[src/rtl/usb_reg_responder.sv]
// Host parallel register bus responder: turns host byte cycles into reg strobes.
// Ports: usb_* host pins, reg_* register-block side, proto_err on illegal strobes.
module usb_reg_responder #(
    parameter int pADDR_WIDTH   = 21,
    parameter int pBYTECNT_SIZE = 7
) (
    input  logic                                   usb_clk,
    input  logic                                   reset,
    input  logic [7:0]                             usb_din,
    output logic [7:0]                             usb_dout,
    output logic                                   usb_isout,
    input  logic [pADDR_WIDTH-1:0]                 usb_addr,
    input  logic                                   usb_rdn,
    input  logic                                   usb_wrn,
    input  logic                                   usb_cen,
    output logic [pADDR_WIDTH-pBYTECNT_SIZE-1:0]   reg_address,
    output logic [pBYTECNT_SIZE-1:0]               reg_bytecnt,
    output logic [7:0]                             reg_datao,
    input  logic [7:0]                             reg_datai,
    output logic                                   reg_write,
    output logic                                   reg_read,
    output logic                                   reg_addrvalid,
    output logic                                   proto_err
);

    typedef enum logic [1:0] {
        S_IDLE,
        S_WRITE,
        S_READ,
        S_ERROR
    } state_t;

    state_t                   state_q, state_d;
    logic [pADDR_WIDTH-1:0]   addr_r;
    logic [7:0]               din_r;
    logic                     rdn_r, wrn_r, cen_r;
    logic                     saw_cs_q, saw_cs_d;
    logic [7:0]               datao_d;
    logic                     write_d, read_d, perr_d;

    // Pin input stage; the FSM only ever looks at these copies.
    always_ff @(posedge usb_clk or posedge reset) begin
        if (reset) begin
            addr_r <= '0;
            din_r  <= '0;
            rdn_r  <= 1'b1;
            wrn_r  <= 1'b1;
            cen_r  <= 1'b1;
        end else begin
            addr_r <= usb_addr;
            din_r  <= usb_din;
            rdn_r  <= usb_rdn;
            wrn_r  <= usb_wrn;
            cen_r  <= usb_cen;
        end
    end

    assign {reg_address, reg_bytecnt} = addr_r;
    assign usb_dout      = reg_datai;
    // Tristate enable follows the raw pins so the host sees data with no delay.
    assign usb_isout     = ~usb_rdn & usb_wrn;
    assign reg_addrvalid = (state_q == S_WRITE) || (state_q == S_READ);

    always_ff @(posedge usb_clk or posedge reset) begin
        if (reset) begin
            state_q   <= S_IDLE;
            saw_cs_q  <= 1'b0;
            reg_datao <= '0;
            reg_write <= 1'b0;
            reg_read  <= 1'b0;
            proto_err <= 1'b0;
        end else begin
            state_q   <= state_d;
            saw_cs_q  <= saw_cs_d;
            reg_datao <= datao_d;
            reg_write <= write_d;
            reg_read  <= read_d;
            proto_err <= perr_d;
        end
    end

    always_comb begin
        state_d  = state_q;
        saw_cs_d = saw_cs_q;
        datao_d  = reg_datao;
        write_d  = 1'b0;
        read_d   = 1'b0;
        perr_d   = 1'b0;
        unique case (state_q)
            S_IDLE: begin
                if (!rdn_r && !wrn_r) begin
                    state_d = S_ERROR;
                    perr_d  = 1'b1;
                end else if (!rdn_r) begin
                    // Chip select may arrive with or after the read strobe.
                    state_d  = S_READ;
                    saw_cs_d = ~cen_r;
                end else if (!cen_r && !wrn_r) begin
                    state_d = S_WRITE;
                    datao_d = din_r;
                end
            end
            S_WRITE: begin
                if (!rdn_r) begin
                    state_d = S_ERROR;
                    perr_d  = 1'b1;
                end else if (cen_r) begin
                    state_d = S_IDLE;
                    write_d = 1'b1;
                end else begin
                    datao_d = din_r;
                end
            end
            S_READ: begin
                if (!wrn_r) begin
                    state_d  = S_ERROR;
                    perr_d   = 1'b1;
                    saw_cs_d = 1'b0;
                end else if (rdn_r) begin
                    // Pop only once the host has sampled and only if selected.
                    state_d  = S_IDLE;
                    read_d   = saw_cs_q | ~cen_r;
                    saw_cs_d = 1'b0;
                end else if (!cen_r) begin
                    saw_cs_d = 1'b1;
                end
            end
            S_ERROR: begin
                if (rdn_r && wrn_r && cen_r) begin
                    state_d = S_IDLE;
                end
            end
            default: state_d = S_IDLE;
        endcase
    end

endmodule

[config.mk]
export PLATFORM = sky130hd
export DESIGN_NAME = usb_reg_responder
export DESIGN_NICKNAME = d
export VERILOG_FILES = /design/src/rtl/usb_reg_responder.sv
export SDC_FILE = /design/constraint.sdc
export NUM_CORES = 1
export LEC_CHECK = 0
export CAP_MARGIN = 15
export CELL_PAD_IN_SITES_DETAIL_PLACEMENT = 0
export CELL_PAD_IN_SITES_GLOBAL_PLACEMENT = 1
export CORE_ASPECT_RATIO = 0.8
export CORE_MARGIN = 5
export CORE_UTILIZATION = 32
export DETAILED_ROUTE_END_ITERATION = 12
export GPL_ROUTABILITY_DRIVEN = 0
export PLACE_DENSITY = 0.93
export SYNTH_ARGS = -nofsm -noshare
export SYNTH_HDL_FRONTEND = slang
export SYNTH_SLANG_ARGS = --single-unit
export TNS_END_PERCENT = 10
[constraint.sdc]
create_clock -name usb_clk -period 4.9 [get_ports usb_clk]
set_input_delay 0.98 -clock usb_clk [delete_from_list [all_inputs] [get_ports usb_clk]]
set_output_delay 0.98 -clock usb_clk [all_outputs]
set_load 0.01 [all_outputs]
==> results.cfg <==
[critical_path]
worstPathMaxFanout = 2
worstSetupPathType = input port to primary output
critical-path-top-delay-family = buffers and inverters
cp_num_buf_inv = 2
r2r_cells = 5
critPathLaunchType = input port
max_stage_delay_ns = 0.54
r2r_start = state_q[1]
cp_slowest_cell = clkdlybuf4s50_1
crit_path_frequent_cell = clkdlybuf4s50_1
r2r-end = reg_datao[0]
crit_chain = clkdlybuf4s50_1, nor2b_1, clkdlybuf4s50_1
worst-r2r-setup-slack_ns = 2.85
crit_required_ns = 3.92
crit_path_end_kind = primary output
cp.arrival_ns = 2.12

[final_layout]
layout_commonest_cell = clkdlybuf4s50_1
area_delta_synth_final_pct = 47.7
layout_common_cells = clkdlybuf4s50_1 (67), dfrtp_1 (43), mux2_4 (8)
fin_util = 0.486
layout-drive-gt1-share = 0.146
layout.nets = 217
antenna_cells = 0

[global_routing]
grt_max_degree = 47
grt_usage = 0.104
antenna_found_initial = 0
grt_first_pass_wirelength_microns = 5470
grt_pass1_vias = 1044
grt_overflow = 0

[synthesis]
synth_edf_count = 0
avgSynthCellArea_sq_um = 15.5
yosys_warnings = 0
ys.flop_type = dfrtp_1
synth.yosys.seq_area_share = 0.705
synthesis.area_sq_um = 1640
synth_nets = 153
yosysUniqueCellTypes = 28
ys_async_sr_fraction = 1.00
synth_seq_cells = 46
netlist_instances = 106

[run]
maxCapViolations = 0

[cts]
clock-sinks = 46
clock_path_buffers = 2
post-cts-setup-buffers = 0
cts-root-buf = clkbuf_8
numCtsBuffers = 5
path_clk_slew_ns = 0.08
htreeDepth = 2
cts.repair.resized = 0
clk_latency_ns = 0.29
postCtsHoldBufs = 0
cts_tree = built

[floorplanning]
io_pins = 84
initial_core_util = 0.329
die_y_microns = 74.0
die_area_sq_um = 6660
die_w_microns = 90.0
std_cell_rows = 23
coreArea_sq_um = 4980

[sta]
tns_ns = 0
skew_ns = 0.00782
period_share = 0.632
min_period_ns = 3.10
drv_slew = 0
slew-limit-headroom = 0.634
setup_viol_count_final = 0
setup_slack_ns = 1.80
fmax_mhz = 323
worst_pin_slew_ns = 0.549
hold_viol_final = 0
rsz0062_at_grt = false

[routing]
first_pass_iters = 4
routedWlPerCell_microns = 15.4
routed_via_density = 4.33
drc = 0
first_iter_violations = 37
num_vias = 1008
ant_nets = 0
wl_microns = 3600

[min_path]
min_to = reg_datao[4]
min_from = din_r[4]
hold_path_class = flip-flop to flip-flop
hold_depth = 1

[power_and_ir_drop]
power_density_nw_per_um2 = 472
total_leakage_power_nw = 1.06
finalPower_mw = 1.14
vdd_drop_max_mv = 0.303

[placement]
dp_slack_ns = 1.81
port-buffer-count = 67
hpwl_microns = 2800

[run_status]
status = finished clean
[layer usage]
metal  vias to the layer above  GRT usage  routed length (microns)
met2                        35      0.179                     1890
met5                         -          0                        0
met3                        12     0.0303                      202
met1                       492      0.130                     1450
li1                        469          -                        -
met4                         0     0.0314                       53
[area by class of cell]
class / instances / area, sq um
sequential: 46 / 1150
clock buffer: 6 / 72.6
inverter: 4 / 15.0
clock inverter: 2 / 37.5
timing repair buffer: 68 / 678
tap: 62 / 77.6
multi-input combinational: 45 / 385
fill: 436 / 2560
[report_power, final]
part | internal, mW | leakage (nW) | switching [mW]
registers | 0.443 | 0.543 | 0.0403
clock network | 0.152 | 0.0514 | 0.118
logic | 0.232 | 0.462 | 0.157
total | 0.828 | 1.06 | 0.316
[how the worst max path moves through the flow]
| stage | cells after the start | slack, ns | to | startpoint |
|---|---|---|---|---|
| final | 3 | 1.80 | usb_isout | usb_wrn |
| after global placement | 3 | 1.80 | usb_isout | usb_wrn |
| after global routing | 3 | 1.73 | usb_isout | usb_wrn |
| after floorplan | 1 | 2.74 | usb_isout | usb_wrn |
| after detailed placement | 3 | 1.81 | usb_isout | usb_wrn |
| after CTS | 3 | 1.80 | usb_isout | usb_wrn |
[stage by stage]
stage	instance area, sq um	instances	hold slack [ns]
after CTS	2420	233	0.476
after global placement	2310	225	0.459
after detailed placement	2310	225	0.466
after floorplan	1640	106	0.458
final	2420	233	0.473
after global routing	2420	233	0.497
[registers in the layout, summed over array words and instances (netlist names), 2 cells and up]
register	cells
addr_r	21
din_r	8
reg_datao	8
state_q	2
[cell families (layout without fill, tap and decap cells)]
kind of cell,count (synthesis),count (layout),synth area share
AOI/OAI and AO/OA,11,11,0.0466
adders and majority gates,5,5,0.0382
buffers and inverters,15,80,0.0603
DFF,46,46,0.705
muxes,10,10,0.0870
and+or+nand+nor,19,19,0.0634
[cells in the mapped netlist, types with 2 or more instances]
cell	n	area [sq um]
dfrtp_1	43	1080
buf_4	9	67.6
mux2_4	8	120
nor2_1	6	22.5
ha_1	5	62.6
a21oi_1	3	15.0
dfstp_2	3	78.8
inv_1	3	11.3
nand2b_1	3	18.8
nor2b_1	3	18.8
mux2_2	2	22.5
o21ai_0	2	10.0
Note: power is estimated with default switching activity, not from simulation.
